==> src/rtl/dh_pkg.sv <==
// Shared types and default tuning constants for the duck-hunt round controller.
package dh_pkg;

  typedef enum logic [2:0] {
    IDLE,
    SPAWN,
    FLY,
    HIT_HOLD,
    NEXT,
    ROUND_END,
    GAME_OVER
  } round_state_t;

  typedef logic [3:0] bcd_digit_t;

  localparam int DEF_DUCKS_PER_ROUND = 10;
  localparam int DEF_SHOTS_PER_DUCK  = 3;
  localparam int DEF_ESCAPE_FRAMES   = 300;
  localparam int DEF_HIT_HOLD_FRAMES = 60;
  localparam int DEF_PASS_HITS       = 6;
  localparam int DEF_SCORE_DIGITS    = 2;

endpackage

==> src/rtl/ctl_round_if.sv <==
// Game-flow signal bundle between the trigger/frame sources and the round controller.
interface ctl_round_if
  import dh_pkg::*;
#(
  parameter int SCORE_DIGITS = DEF_SCORE_DIGITS
);
  logic                      new_frame;
  logic                      pause;
  logic                      reload;
  logic                      shot_fired;
  logic                      hit;
  logic                      duck_spawn;
  logic                      duck_active;
  logic                      duck_escaped;
  logic                      no_ammo;
  logic [2:0]                shots_left;
  logic [3:0]                ducks_left;
  logic [7:0]                round_num;
  logic [4*SCORE_DIGITS-1:0] score_bcd;
  logic                      round_won;
  logic                      game_over;

  modport master (
    output new_frame, pause, reload, shot_fired, hit,
    input  duck_spawn, duck_active, duck_escaped, no_ammo, shots_left,
           ducks_left, round_num, score_bcd, round_won, game_over
  );

  modport slave (
    input  new_frame, pause, reload, shot_fired, hit,
    output duck_spawn, duck_active, duck_escaped, no_ammo, shots_left,
           ducks_left, round_num, score_bcd, round_won, game_over
  );
endinterface

==> src/rtl/ctl_round_bcd_counter.sv <==
// Multi-digit BCD incrementer; at all-9s it either holds (sat=1) or reloads INIT.
module bcd_counter
  import dh_pkg::*;
#(
  parameter int                  DIGITS = 2,
  parameter logic [4*DIGITS-1:0] INIT   = '0
) (
  input  logic                  clk,
  input  logic                  rst,
  input  logic                  clr,
  input  logic                  inc,
  input  logic                  sat,
  output logic [4*DIGITS-1:0]   value
);
  logic [DIGITS:0]     carry;
  logic [4*DIGITS-1:0] sum;

  assign carry[0] = 1'b1;

  genvar gi;
  generate
    for (gi = 0; gi < DIGITS; gi++) begin : g_digit
      bcd_digit_t d;
      assign d               = value[4*gi +: 4];
      assign carry[gi+1]     = carry[gi] && (d == 4'd9);
      assign sum[4*gi +: 4]  = !carry[gi] ? d : ((d == 4'd9) ? 4'd0 : d + 4'd1);
    end
  endgenerate

  // carry out of the top digit means every digit is 9
  always_ff @(posedge clk or posedge rst) begin
    if (rst) begin
      value <= INIT;
    end else if (clr) begin
      value <= INIT;
    end else if (inc) begin
      if (!carry[DIGITS]) value <= sum;
      else if (!sat)      value <= INIT;
    end
  end
endmodule

==> src/rtl/ctl_round.sv <==
// Round sequencer: spawns ducks, tracks shots/escapes/hits, keeps BCD score and round.
module ctl_round
  import dh_pkg::*;
#(
  parameter int DUCKS_PER_ROUND = DEF_DUCKS_PER_ROUND,
  parameter int SHOTS_PER_DUCK  = DEF_SHOTS_PER_DUCK,
  parameter int ESCAPE_FRAMES   = DEF_ESCAPE_FRAMES,
  parameter int HIT_HOLD_FRAMES = DEF_HIT_HOLD_FRAMES,
  parameter int PASS_HITS       = DEF_PASS_HITS,
  parameter int SCORE_DIGITS    = DEF_SCORE_DIGITS
) (
  input logic        clk,
  input logic        rst,
  ctl_round_if.slave bus
);
  localparam int MAX_FRAMES = (ESCAPE_FRAMES > HIT_HOLD_FRAMES) ? ESCAPE_FRAMES : HIT_HOLD_FRAMES;
  localparam int FW         = $clog2(MAX_FRAMES + 1);
  localparam logic [FW-1:0] ESC_LAST  = FW'(ESCAPE_FRAMES - 1);
  localparam logic [FW-1:0] HOLD_LAST = FW'(HIT_HOLD_FRAMES - 1);

  round_state_t  state_reg, state_next;
  logic [FW-1:0] frame_reg, frame_next;
  logic [2:0]    shots_reg, shots_next;
  logic [3:0]    ducks_reg, ducks_next;
  logic [3:0]    hits_reg, hits_next;
  logic          escaped_next, score_inc, round_inc, run;
  logic          spawn_reg, active_reg, escaped_reg, no_ammo_reg, won_reg, over_reg;
  logic [4*SCORE_DIGITS-1:0] score_value;
  logic [7:0]    round_value;

  assign run = !bus.pause;

  always_comb begin
    state_next   = state_reg;
    frame_next   = frame_reg;
    shots_next   = shots_reg;
    ducks_next   = ducks_reg;
    hits_next    = hits_reg;
    escaped_next = 1'b0;
    score_inc    = 1'b0;
    round_inc    = 1'b0;
    if (bus.reload) begin
      state_next = IDLE;
      hits_next  = '0;
    end else begin
      case (state_reg)
        IDLE: if (run) begin
          state_next = SPAWN;
          ducks_next = 4'(DUCKS_PER_ROUND);
          hits_next  = '0;
        end
        // SPAWN ignores pause so the spawn pulse is never stretched
        SPAWN: begin
          state_next = FLY;
          shots_next = 3'(SHOTS_PER_DUCK);
          frame_next = '0;
          ducks_next = ducks_reg - 4'd1;
        end
        FLY: if (run) begin
          if (bus.shot_fired && shots_reg != 3'd0) shots_next = shots_reg - 3'd1;
          if (bus.hit) begin
            score_inc  = 1'b1;
            hits_next  = hits_reg + 4'd1;
            frame_next = '0;
            state_next = HIT_HOLD;
          end else if ((shots_reg == 3'd0 && !bus.shot_fired) ||
                       (bus.new_frame && frame_reg == ESC_LAST)) begin
            escaped_next = 1'b1;
            state_next   = NEXT;
          end else if (bus.new_frame) begin
            frame_next = frame_reg + FW'(1);
          end
        end
        HIT_HOLD: if (run && bus.new_frame) begin
          if (frame_reg == HOLD_LAST) state_next = NEXT;
          else                        frame_next = frame_reg + FW'(1);
        end
        NEXT: if (run) begin
          frame_next = '0;
          state_next = (ducks_reg == 4'd0) ? ROUND_END : SPAWN;
        end
        ROUND_END: if (run && bus.new_frame) begin
          if (frame_reg == HOLD_LAST) begin
            if (hits_reg >= 4'(PASS_HITS)) begin
              round_inc  = 1'b1;
              state_next = IDLE;
            end else begin
              state_next = GAME_OVER;
            end
          end else begin
            frame_next = frame_reg + FW'(1);
          end
        end
        GAME_OVER: state_next = GAME_OVER;
        default:   state_next = IDLE;
      endcase
    end
  end

  // Outputs are loaded from next-state values so they line up with the state register.
  always_ff @(posedge clk or posedge rst) begin
    if (rst) begin
      state_reg   <= IDLE;
      frame_reg   <= '0;
      shots_reg   <= '0;
      ducks_reg   <= '0;
      hits_reg    <= '0;
      spawn_reg   <= 1'b0;
      active_reg  <= 1'b0;
      escaped_reg <= 1'b0;
      no_ammo_reg <= 1'b0;
      won_reg     <= 1'b0;
      over_reg    <= 1'b0;
    end else begin
      state_reg   <= state_next;
      frame_reg   <= frame_next;
      shots_reg   <= shots_next;
      ducks_reg   <= ducks_next;
      hits_reg    <= hits_next;
      spawn_reg   <= (state_next == SPAWN);
      active_reg  <= (state_next == FLY);
      escaped_reg <= escaped_next;
      no_ammo_reg <= (state_next == FLY) && (shots_next == 3'd0);
      won_reg     <= (state_next == ROUND_END) && (hits_next >= 4'(PASS_HITS));
      over_reg    <= (state_next == GAME_OVER);
    end
  end

  bcd_counter #(.DIGITS(SCORE_DIGITS), .INIT('0)) u_score (
    .clk(clk), .rst(rst), .clr(bus.reload), .inc(score_inc), .sat(1'b1), .value(score_value)
  );

  bcd_counter #(.DIGITS(2), .INIT(8'h01)) u_round (
    .clk(clk), .rst(rst), .clr(bus.reload), .inc(round_inc), .sat(1'b0), .value(round_value)
  );

  assign bus.duck_spawn   = spawn_reg;
  assign bus.duck_active  = active_reg;
  assign bus.duck_escaped = escaped_reg;
  assign bus.no_ammo      = no_ammo_reg;
  assign bus.shots_left   = shots_reg;
  assign bus.ducks_left   = ducks_reg;
  assign bus.round_num    = round_value;
  assign bus.score_bcd    = score_value;
  assign bus.round_won    = won_reg;
  assign bus.game_over    = over_reg;
endmodule

==> src/flat_wrapper.sv <==
// flat-port wrapper written by rule: the top's interface ports become plain ports
module ctl_round_flat import dh_pkg::*;
#(
  parameter int DUCKS_PER_ROUND = DEF_DUCKS_PER_ROUND,
  parameter int SHOTS_PER_DUCK  = DEF_SHOTS_PER_DUCK,
  parameter int ESCAPE_FRAMES   = DEF_ESCAPE_FRAMES,
  parameter int HIT_HOLD_FRAMES = DEF_HIT_HOLD_FRAMES,
  parameter int PASS_HITS       = DEF_PASS_HITS,
  parameter int SCORE_DIGITS    = DEF_SCORE_DIGITS
)
  (clk, rst, bus_new_frame, bus_pause, bus_reload, bus_shot_fired, bus_hit, bus_duck_spawn, bus_duck_active, bus_duck_escaped, bus_no_ammo, bus_shots_left, bus_ducks_left, bus_round_num, bus_score_bcd, bus_round_won, bus_game_over);
  ctl_round_if #(.SCORE_DIGITS(SCORE_DIGITS)) bus_i ();
  input logic clk;
  input logic rst;
  input wire logic [$bits(bus_i.new_frame)-1:0] bus_new_frame;
  input wire logic [$bits(bus_i.pause)-1:0] bus_pause;
  input wire logic [$bits(bus_i.reload)-1:0] bus_reload;
  input wire logic [$bits(bus_i.shot_fired)-1:0] bus_shot_fired;
  input wire logic [$bits(bus_i.hit)-1:0] bus_hit;
  output wire logic [$bits(bus_i.duck_spawn)-1:0] bus_duck_spawn;
  output wire logic [$bits(bus_i.duck_active)-1:0] bus_duck_active;
  output wire logic [$bits(bus_i.duck_escaped)-1:0] bus_duck_escaped;
  output wire logic [$bits(bus_i.no_ammo)-1:0] bus_no_ammo;
  output wire logic [$bits(bus_i.shots_left)-1:0] bus_shots_left;
  output wire logic [$bits(bus_i.ducks_left)-1:0] bus_ducks_left;
  output wire logic [$bits(bus_i.round_num)-1:0] bus_round_num;
  output wire logic [$bits(bus_i.score_bcd)-1:0] bus_score_bcd;
  output wire logic [$bits(bus_i.round_won)-1:0] bus_round_won;
  output wire logic [$bits(bus_i.game_over)-1:0] bus_game_over;
  assign bus_i.new_frame = bus_new_frame;
  assign bus_i.pause = bus_pause;
  assign bus_i.reload = bus_reload;
  assign bus_i.shot_fired = bus_shot_fired;
  assign bus_i.hit = bus_hit;
  assign bus_duck_spawn = bus_i.duck_spawn;
  assign bus_duck_active = bus_i.duck_active;
  assign bus_duck_escaped = bus_i.duck_escaped;
  assign bus_no_ammo = bus_i.no_ammo;
  assign bus_shots_left = bus_i.shots_left;
  assign bus_ducks_left = bus_i.ducks_left;
  assign bus_round_num = bus_i.round_num;
  assign bus_score_bcd = bus_i.score_bcd;
  assign bus_round_won = bus_i.round_won;
  assign bus_game_over = bus_i.game_over;
  ctl_round #(.DUCKS_PER_ROUND(DUCKS_PER_ROUND), .SHOTS_PER_DUCK(SHOTS_PER_DUCK), .ESCAPE_FRAMES(ESCAPE_FRAMES), .HIT_HOLD_FRAMES(HIT_HOLD_FRAMES), .PASS_HITS(PASS_HITS), .SCORE_DIGITS(SCORE_DIGITS)) u_core (.clk(clk), .rst(rst), .bus(bus_i));
endmodule
==> config.mk <==
export PLATFORM = sky130hd
export DESIGN_NAME = ctl_round_flat
export DESIGN_NICKNAME = d
export VERILOG_FILES = /design/src/rtl/dh_pkg.sv /design/src/rtl/ctl_round_if.sv /design/src/rtl/ctl_round_bcd_counter.sv /design/src/rtl/ctl_round.sv /design/src/flat_wrapper.sv
export SDC_FILE = /design/constraint.sdc
export NUM_CORES = 1
export LEC_CHECK = 0
export CAP_MARGIN = 0
export CORE_ASPECT_RATIO = 1.4
export CORE_MARGIN = 1
export CORE_UTILIZATION = 62
export CTS_BUF_LIST = sky130_fd_sc_hd__clkbuf_8
export CTS_CLUSTER_SIZE = 24
export DETAILED_ROUTE_END_ITERATION = 6
export GPL_TIMING_DRIVEN = 0
export PLACE_DENSITY = 0.92
export RECOVER_POWER = 50
export SETUP_SLACK_MARGIN = 0.02
export SLEW_MARGIN = 0
export SYNTH_ARGS = -nofsm -noshare
export SYNTH_HDL_FRONTEND = slang
export SYNTH_SLANG_ARGS = --single-unit
==> constraint.sdc <==
create_clock -name clk -period 3.85 [get_ports clk]
set_clock_uncertainty 0.2 [all_clocks]
set_input_delay 0.9625 -clock clk [delete_from_list [all_inputs] [get_ports clk]]
set_output_delay 0.9625 -clock clk [all_outputs]
set_load 0.005 [all_outputs]
# Word level (Yosys, flattened, before mapping)
# Cells that the tools add are included.
[word_totals]
reg_bits = 45
latch_bits = 0
ramBits = 0
romBits = 0
inputBits = 7
output_inout_bits = 29
mem_count = 0
[op_classes]
add_sub_neg = 8
mul = 0
div = 0
magnitude_cmp = 2
n_eq_ne = 24
n_shift = 0
muxes = 58
bitwise = 1
n_reduce_logical = 28
[ops]
columns = ["op", "n"]
rows = [
  ["$mux W9", 7],
  ["$mux W8", 6],
  ["$mux W3", 15],
  ["$mux W4", 11],
  ["$pmux W9 S4", 1],
  ["$pmux W3 S7", 1],
  ["$add A4 B1 Y4 const B", 5],
  ["$eq A4 B4 Y1 const B", 4],
  ["$pmux W4 S2", 2],
  ["$eq A3 B3 Y1 const B", 5],
  ["$mux W1", 14],
  ["$ne A2 B2 Y1 const B", 5],
  ["$add A9 B1 Y9 const B", 1],
  ["$eq A3 B2 Y1 const B", 3],
  ["$eq A9 B6 Y1 const B", 1],
  ["$eq A9 B9 Y1 const B", 1],
  ["$logic_not A3 Y1", 3],
  ["$ge A4 B3 Y1 const B", 2],
  ["$logic_and A1 B1 Y1", 8],
  ["$reduce_and A8 Y1", 1],
  ["$reduce_bool A2 Y1", 4],
  ["$eq A3 B1 Y1 const B", 2],
  ["$ne A3 B3 Y1 const B", 2],
  ["$pmux W3 S2", 1],
  ["12 further kinds", 16],
]

# Logic depth before layout (Yosys ltp)
# Gate-level depths: netlist of run 1.
[depth]
depth_word = 10
depth_mapped = 8
mapped_depth_nobuf = 7

# Hierarchy
# A second synthesis of run 1 with hierarchy kept.
[hier_totals]
hier_cells = 318
area_unflattened_um2 = 2945.3
[modules_own_cells]
columns = ["mod", "instances", "cells_per_inst", "area_per_inst_um2"]
rows = [
  ["ctl_round", 1, 205, 1899.3],
  ["bcd_counter at u_core.u_round", 1, 56, 533.0],
  ["bcd_counter at u_core.u_score", 1, 57, 513.0],
]

# Worst setup path before layout of run 1
# No wires, ideal clock.
[synth_timing]
path_kind = "input to register"
startpoint = "input port bus_pause"
endpoint = "register u_core.won_reg (netlist: u_core.bus.round_won)"
arrival_ns = 2.368
required_time_ns = 3.564
path_slack_ns = 1.196
path_stages = 6
path_buffers = 1
cell_sequence = "clkbuf_2 -> nor4b_1 -> a41oi_1 -> o31a_1 -> or4_1 -> nor3_1"
[synth_between]
elab_chain_len = 7
elab_cells_between_ends = 16
[synth_rtl]
columns = ["item", "line", "source"]
rows = [
  ["from (decl)", "flat_wrapper.sv:16", "input wire logic [$bits(bus_i.pause)-1:0] bus_pause;"],
  ["$logic_not A1 Y1", "ctl_round.sv:31", "assign run = !bus.pause;"],
  ["$logic_and A1 B1 Y1", "ctl_round.sv:74, ctl_round.sv:82", ""],
  ["$mux W3, on equally long branches", "ctl_round.sv:82, ctl_round.sv:74", ""],
  ["$pmux W3 S7", "ctl_round.sv:46", "case (state_reg)"],
  ["$mux W3", "ctl_round.sv:42", "if (bus.reload) begin"],
  ["$eq A3 B3 Y1", "ctl_round.sv:124", "won_reg <= (state_next == ROUND_END) && (hits_next >= 4'(PASS_HITS));"],
  ["$logic_and A1 B1 Y1 *", "ctl_round.sv:124", ""],
  ["to (signal assigned)", "ctl_round.sv:124", ""],
  ["to (decl)", "ctl_round.sv:27", "logic spawn_reg, active_reg, escaped_reg, no_ammo_reg, won_reg, over_reg;"],
]
# Every way passes the cells marked *; elsewhere a longest branch is shown, timed or not.
# A chain may end at the register's enable or synchronous reset.

# Worst setup path after layout of run 1
# Same ends and word-level chain as after synthesis.

==> results of run 1 <==
layout by cell type (no fill, tap or decap), types with 3 or more instances in the layout:
cell | netlist | layout
sky130_fd_sc_hd__a21o_1 | 3 | 3
sky130_fd_sc_hd__a21oi_1 | 20 | 20
sky130_fd_sc_hd__a31oi_1 | 6 | 6
sky130_fd_sc_hd__and2_1 | 3 | 3
sky130_fd_sc_hd__clkbuf_1 | 5 | 6
sky130_fd_sc_hd__clkbuf_8 | 1 | 7
sky130_fd_sc_hd__clkdlybuf4s50_1 | 0 | 21
sky130_fd_sc_hd__dfrtp_1 | 44 | 44
sky130_fd_sc_hd__dlygate4sd3_1 | 0 | 14
sky130_fd_sc_hd__ha_1 | 12 | 12
sky130_fd_sc_hd__inv_1 | 19 | 19
sky130_fd_sc_hd__mux2i_1 | 7 | 7
sky130_fd_sc_hd__nand2_1 | 16 | 16
sky130_fd_sc_hd__nand2b_1 | 7 | 7
sky130_fd_sc_hd__nand3_1 | 14 | 14
sky130_fd_sc_hd__nand4_1 | 4 | 4
sky130_fd_sc_hd__nor2_1 | 33 | 33
sky130_fd_sc_hd__nor2b_1 | 12 | 12
sky130_fd_sc_hd__nor3_1 | 14 | 14
sky130_fd_sc_hd__nor3b_1 | 3 | 3
sky130_fd_sc_hd__o211ai_1 | 3 | 3
sky130_fd_sc_hd__o21ai_0 | 24 | 24
sky130_fd_sc_hd__or2_2 | 3 | 3
sky130_fd_sc_hd__or3_1 | 6 | 6
sky130_fd_sc_hd__or4_1 | 4 | 4
sky130_fd_sc_hd__xnor2_1 | 3 | 3
kinds of logic after synthesis:
| logic type | after synthesis | share of synthesized area |
|---|---|---|
| AND/OR/NAND/NOR | 137 | 0.265 |
| AO/OA/AOI/OAI | 83 | 0.190 |
| adder cells (fa/ha/maj) | 12 | 0.0531 |
| multiplexers | 7 | 0.0248 |
| buffers and inverters | 31 | 0.0522 |
| flip-flops | 45 | 0.399 |
| XOR/XNOR | 5 | 0.0155 |
cell type report:
type,instances,area [um^2],area share
buffer,12,75.1,0.0221
clock buffer,6,82.6,0.0243
clock inverter,2,37.5,0.0111
inverter,19,71.3,0.0210
multi-input combinational,244,1550,0.458
sequential,45,1130,0.332
tap,60,75.1,0.0221
timing repair buffer,36,370,0.109
metrics by stage:
stage / utilization / setup WS [ns] / hold WS (ns) / area (um^2)
2_1_floorplan: - / 1.20 / 0.290 / 2830
5_1_grt: 0.787 / 0.452 / 0.349 / 3390
6_report: 0.787 / 0.610 / 0.339 / 3390
3_5_place_dp: 0.760 / 0.387 / 0.321 / 3270
4_1_cts: 0.787 / 0.705 / 0.341 / 3390
3_3_place_gp: 0.755 / 0.392 / 0.312 / 3250
metal layers:
metal,vias up,GRT usage,part of all wire
met4,0,0.150,0.033
li1,1251,-,-
met5,-,0,0
met3,21,0.0520,0.052
met2,111,0.565,0.54
met1,1288,0.355,0.38
worst reg2reg max path: stages (launching register included):
cell                       delay [ns]
sky130_fd_sc_hd__dfrtp_1         0.38
sky130_fd_sc_hd__buf_6           0.13
sky130_fd_sc_hd__nor4_1          0.59
sky130_fd_sc_hd__nand2_1         0.20
sky130_fd_sc_hd__o41ai_1         0.60
sky130_fd_sc_hd__o211ai_1        0.28
sky130_fd_sc_hd__nor4_1          0.26
worst max-delay path by stage:
stage	startpoint	cells after the start	to
3_5_place_dp	bus_pause	7	u_core.bus.round_won
4_1_cts	bus_pause	7	u_core.bus.round_won
5_1_grt	bus_pause	7	u_core.bus.round_won
3_3_place_gp	bus_pause	7	u_core.bus.round_won
6_report	bus_pause	7	u_core.bus.round_won
2_1_floorplan	bus_pause	6	u_core.bus.round_won
power by group:
part           internal [uW]  total, uW  switching, uW
clock                    211        378            167
sequential               503        534           31.6
combinational            114        262            148
==> impl_results.md, run 1 <==
- Area growth from synthesis to final layout: 20.0%
- Number of enable-type register cells in the synthesized netlist: 0
- Antenna violations before repair: 0
- Syn nets: 339
- Chip width: 59.1 um
- Hold-critical path depth: 1
- Cell Count Post-Placement: 416
- Gr ovfl total: 0
- Overall global routing resource usage: 0.314
- Endpoint of the worst hold path: u_core.bus.ducks_left[3]
- Top-area cell type share of the netlist area: 0.389
- Post-detailed-route DRC marker count: 0
- Site row count: 28
- Vertical die dimension: 81.9 um
- Max-cap check violation count: 0
- Post-synth top cells: sky130_fd_sc_hd__dfrtp_1 (44), sky130_fd_sc_hd__nor2_1 (33), sky130_fd_sc_hd__o21ai_0 (24)
- Routed wire length: 6850 um
- Slowest stage delay, CP: 0.56 ns
- Via count of the first global-routing pass: 2530
- Insertion delay of the later-clocked pin in the worst-skew pair: 0.31 ns
- Setup repair bufs after CTS: 0
- Fin crit period: 3.24 ns
- Clock tree from TritonCTS: done
- Placeable core region: 4310 um^2
- Layout Nets: 382
- First-pass iteration count of the detailed router: 5
- Final hold violation count: 0
- Number of buffer and inverter stages on the critical path: 2
- Cells after synthesis: 320
- Average wire per standard cell: 16.1 um
- Port bufs: 35
- Number of gates given a new drive strength after cts: 0
- Flip-flop count of the largest register after layout: 9
- Number of vias in the routed layout: 2671
- Slack of the worst reg-to-reg path: 1.11 ns
- Arrival @ worst endpoint: 3.27 ns
- Final setup vio count: 0
- Dominant delay contributor by cell family on the critical path: simple AND/OR/NAND/NOR gates
- Fraction of final layout cells with drive strength greater than 1: 0.0687
- Primary FF master, synth: sky130_fd_sc_hd__dfrtp_1
- Max-slew violation count: 0
- Die area: 4840 um^2
- Warning count from the yosys run: 0
- Pin count of the biggest net entering global routing: 31
- Total chip power: 1170 uW
- Crit Path Category: primary input to register
- Synthesized flop and latch total: 45
- Sequential fraction of the synthesis area: 0.399
- Hold WC Path Type: register to register
- IO Count: 36
- Post-route clock period utilization: 0.842
- Tightest Pin Transition: 0.795 ns
- Library cell occupying the most area in the post-synthesis netlist: sky130_fd_sc_hd__dfrtp_1
- CTS Buf Count: 5
- Synth unique cells: 64
- Last weighted congestion value of the routability-driven placer: 0.922
- Leading post-synthesis cells by cell area: sky130_fd_sc_hd__dfrtp_1 (39%), sky130_fd_sc_hd__ha_1 (5.3%), sky130_fd_sc_hd__nor2_1 (4.4%)
- Effective utilization at floorplan: 0.656
- Leak pwr: 0.00145 uW
- Total negative setup slack: 0 ns
- Reg2reg start: u_core.frame_reg[2]
- Clock-pin slew on the worst setup and hold paths: 0.08 ns
- First-pass GRT wire length: 11500 um
- Data required, critical path: 3.88 ns
- Diode insertion count for antenna repair: 0
- Syn Std Cell Area: 2830 um^2
- Highest achievable clock rate: 0.309 GHz
- Worst-path cell with the longest stage delay: sky130_fd_sc_hd__nor4b_1
- Type of element capturing the critical path: register
- Status: completed
- Crit-path max FO: 10
- Number of clock sinks seen by CTS: 45
- Largest voltage drop on the vdd net: 0.322 mV
- Crit Reg-Reg Endpoint: u_core.bus.no_ammo
- Startpoint class of the critical path: primary input
- Worst r2r path cells: 6
- Post-CTS Hold Buffers: 0
- Async set or reset register ratio after synthesis: 1.00
- Antenna-violating nets left: 0
- Final standard cell count with taps included and fillers excluded: 424
- RSZ-0062 raised after global routing: false
- Clock root buffer: sky130_fd_sc_hd__clkbuf_8
- Slew Limit Headroom: 0.463
- Detailed placement HPWL: 5030 um
- Initial DRC count: 228
- Cell breakdown of the critical path: clkdlybuf4s50_1, clkbuf_1, nor4b_1, a41oi_1, o31a_1, or4_1, nor3_1
- Fillers: 322
- Post-Syn Area per Cell: 8.84 um^2
- Total power density per cell area: 346 nW/um^2
- Hold Crit Start: u_core.bus.ducks_left[3]
- CTS H-tree depth: 2
- Clock buffer depth: 2
- Number of vias per cell: 6.30
- Count leader, synth: sky130_fd_sc_hd__dfrtp_1
No activity file was read; power rests on OpenSTA's default activity.
==> inputs of run 2 (changes only) <==
--- a/config.mk
+++ b/config.mk
@@ -8,12 +8,12 @@
 export CAP_MARGIN = 0
 export CORE_ASPECT_RATIO = 1.4
 export CORE_MARGIN = 1
-export CORE_UTILIZATION = 62
+export CORE_UTILIZATION = 52
 export CTS_BUF_LIST = sky130_fd_sc_hd__clkbuf_8
 export CTS_CLUSTER_SIZE = 24
 export DETAILED_ROUTE_END_ITERATION = 6
 export GPL_TIMING_DRIVEN = 0
-export PLACE_DENSITY = 0.92
+export PLACE_DENSITY = 0.83
 export RECOVER_POWER = 50
 export SETUP_SLACK_MARGIN = 0.02
 export SLEW_MARGIN = 0
==> constraint.sdc (replaced) <==
create_clock -name clk -period 2.75 [get_ports clk]
set_clock_uncertainty 0.2 [all_clocks]
set_input_delay 0.6875 -clock clk [delete_from_list [all_inputs] [get_ports clk]]
set_output_delay 0.6875 -clock clk [all_outputs]
set_load 0.005 [all_outputs]
==> impl_results.md, run 2 (synthesis gave the netlist of run 1 again) <==
- Vertical die dimension: 89.3 um
- Max-cap check violation count: 0
- Crit Path Category: primary input to register
- CTS H-tree depth: 2
- Port bufs: 35
- Via count of the first global-routing pass: 2445
- Final setup vio count: 0
- Reg2reg start: u_core.state_reg[2]
- Clock tree from TritonCTS: done
- Number of clock sinks seen by CTS: 45
- Antenna violations before repair: 0
- Fraction of power spent switching nets: 0.309
- Critical path origin: bus_pause
- Routed wire length: 6760 um
- Last weighted congestion value of the routability-driven placer: 0.928
- Hold Crit Start: u_core.bus.ducks_left[3]
- Leading cell types in the layout, fill and taps excluded: sky130_fd_sc_hd__dfrtp_1 (44), sky130_fd_sc_hd__nor2_1 (33), sky130_fd_sc_hd__o21ai_0 (24), sky130_fd_sc_hd__clkdlybuf4s50_1 (24), sky130_fd_sc_hd__inv_1 (21)
- Final hold violation count: 0
- Hold WC Path Type: register to register
- Non-Filler Cell Area, Final: 3450 um^2
- Startpoint class of the critical path: primary input
- Slack of the worst reg-to-reg path: 0.24 ns
- Chip width: 64.3 um
- Leak pwr: 0.00149 uW
- Switching power: 471 uW
- Area growth from synthesis to final layout: 21.9%
- Average wire per standard cell: 15.6 um
- First-pass iteration count of the detailed router: 4
- Tightest hold margin: 0.329 ns
- Arrival @ worst endpoint: 2.73 ns
- Antenna-violating nets left: 0
- Clock buffer depth: 2
- Fin crit period: 2.70 ns
- Post-route clock period utilization: 0.983
- Post-detailed-route DRC marker count: 0
- Worst r2r path cells: 8
- Post-CTS Hold Buffers: 0
- P_int: 1050 uW
- Effective utilization at floorplan: 0.544
- Slew Limit Headroom: 0.475
- Flip-flop count of the largest register after layout: 9
- Placed cell areas: 3280 um^2
- Max-slew violation count: 0
- Worst Setup EP: u_core.bus.round_won
- Highest achievable clock rate: 0.370 GHz
- Total power density per cell area: 442 nW/um^2
- Insertion delay of the later-clocked pin in the worst-skew pair: 0.30 ns
- Overall global routing resource usage: 0.247
- Site row count: 31
- Most common cell after layout, fill and taps aside: sky130_fd_sc_hd__dfrtp_1
- Placeable core region: 5200 um^2
- Clock root buffer: sky130_fd_sc_hd__clkbuf_8
- Clock-pin slew on the worst setup and hold paths: 0.09 ns
- Diode insertion count for antenna repair: 0
- Gr ovfl total: 0
- Number of vias per cell: 5.98
- Number of vias in the routed layout: 2594
- Die area: 5740 um^2
- Initial DRC count: 148
- Fraction of final layout cells with drive strength greater than 1: 0.0978
- Status: completed
- Pin count of the biggest net entering global routing: 34
- Detailed placement HPWL: 4970 um
- IO Count: 36
- Crit-path max FO: 10
- Crit Reg-Reg Endpoint: u_core.frame_reg[2]
- Type of element capturing the critical path: register
- First-pass GRT wire length: 10900 um
- Final Util: 0.663
- Relative contribution of the clock network to total power: 0.255
- Data required, critical path: 2.77 ns
- Share of total power in combinational logic: 0.253
- Layout Nets: 386
- CTS Buf Count: 5
- Share of power burned in registers: 0.492
- Largest voltage drop on the vdd net: 0.376 mV
- Tightest Pin Transition: 0.787 ns
- Total chip power: 1520 uW
run 2: changes by cell type in the layout (fill, tap and decap cells not counted), sizes merged:
cell | previous run | this run
clkinv | 0 | 1
dlygate4sd3 | 14 | 11
buf | 6 | 9
clkinvlp | 1 | 0
clkdlybuf4s50 | 21 | 24
inv | 19 | 21
bufinv | 1 | 0
run 2: power groups by stage:
stage	sequential [uW]	combinational (uW)	clock [uW]
finish	750	385	389
global route	756	428	418
CTS	749	374	397
detailed placement	760	366	0
global placement	759	351	0
floorplan	755	220	0
run 2: area by class of cell:
class | count | area, um^2
buffer | 12 | 78.8
clock buffer | 5 | 68.8
clock inverter | 3 | 12.5
fill | 449 | 1750
inverter | 19 | 71.3
multi-input combinational | 244 | 1620
sequential | 45 | 1130
tap | 66 | 82.6
timing repair buffer | 40 | 385
run 2: metal layers:
metal / vias to the layer above / global-route usage / part of all wire
li1: 1259 / - / -
met1: 1253 / 0.283 / 0.41
met2: 74 / 0.461 / 0.54
met3: 8 / 0.0383 / 0.033
met4: 0 / 0.0909 / 0.013
met5: - / 0 / 0
run 2: worst min path at each step:
stage / end / slack, ns / cells after the start
floorplan: u_core.hits_reg[0] / 0.29 / 1
global placement: u_core.hits_reg[0] / 0.32 / 1
detailed placement: u_core.bus.ducks_left[3] / 0.31 / 1
CTS: u_core.bus.ducks_left[3] / 0.33 / 1
global route: u_core.bus.ducks_left[3] / 0.37 / 1
finish: u_core.bus.ducks_left[3] / 0.33 / 1
run 2: worst max-delay path, stage by stage:
cell	delay [ns]
sky130_fd_sc_hd__clkdlybuf4s50_1	0.45
sky130_fd_sc_hd__buf_6	0.17
sky130_fd_sc_hd__nor4b_4	0.29
sky130_fd_sc_hd__a41oi_1	0.10
sky130_fd_sc_hd__o31a_1	0.36
sky130_fd_sc_hd__or4_4	0.51
sky130_fd_sc_hd__nor3_2	0.16
run 2: timing repair:
item                                    in CTS  in global routing
pin swaps                                    0                  3
endpoints found under the setup margin       4                  7
buffers inserted                             0                  4
gates resized for setup                      5                 11
run 2: metrics by stage:
stage	std cells	setup slack [ns]	setup TNS (ns)
after floorplan	320	0.371	0
after CTS	430	-0.00809	-0.00809
final	434	0.0464	0
after global routing	434	-0.00313	-0.00313
after global placement	421	-0.384	-7.94
after detailed placement	422	-0.439	-3.25
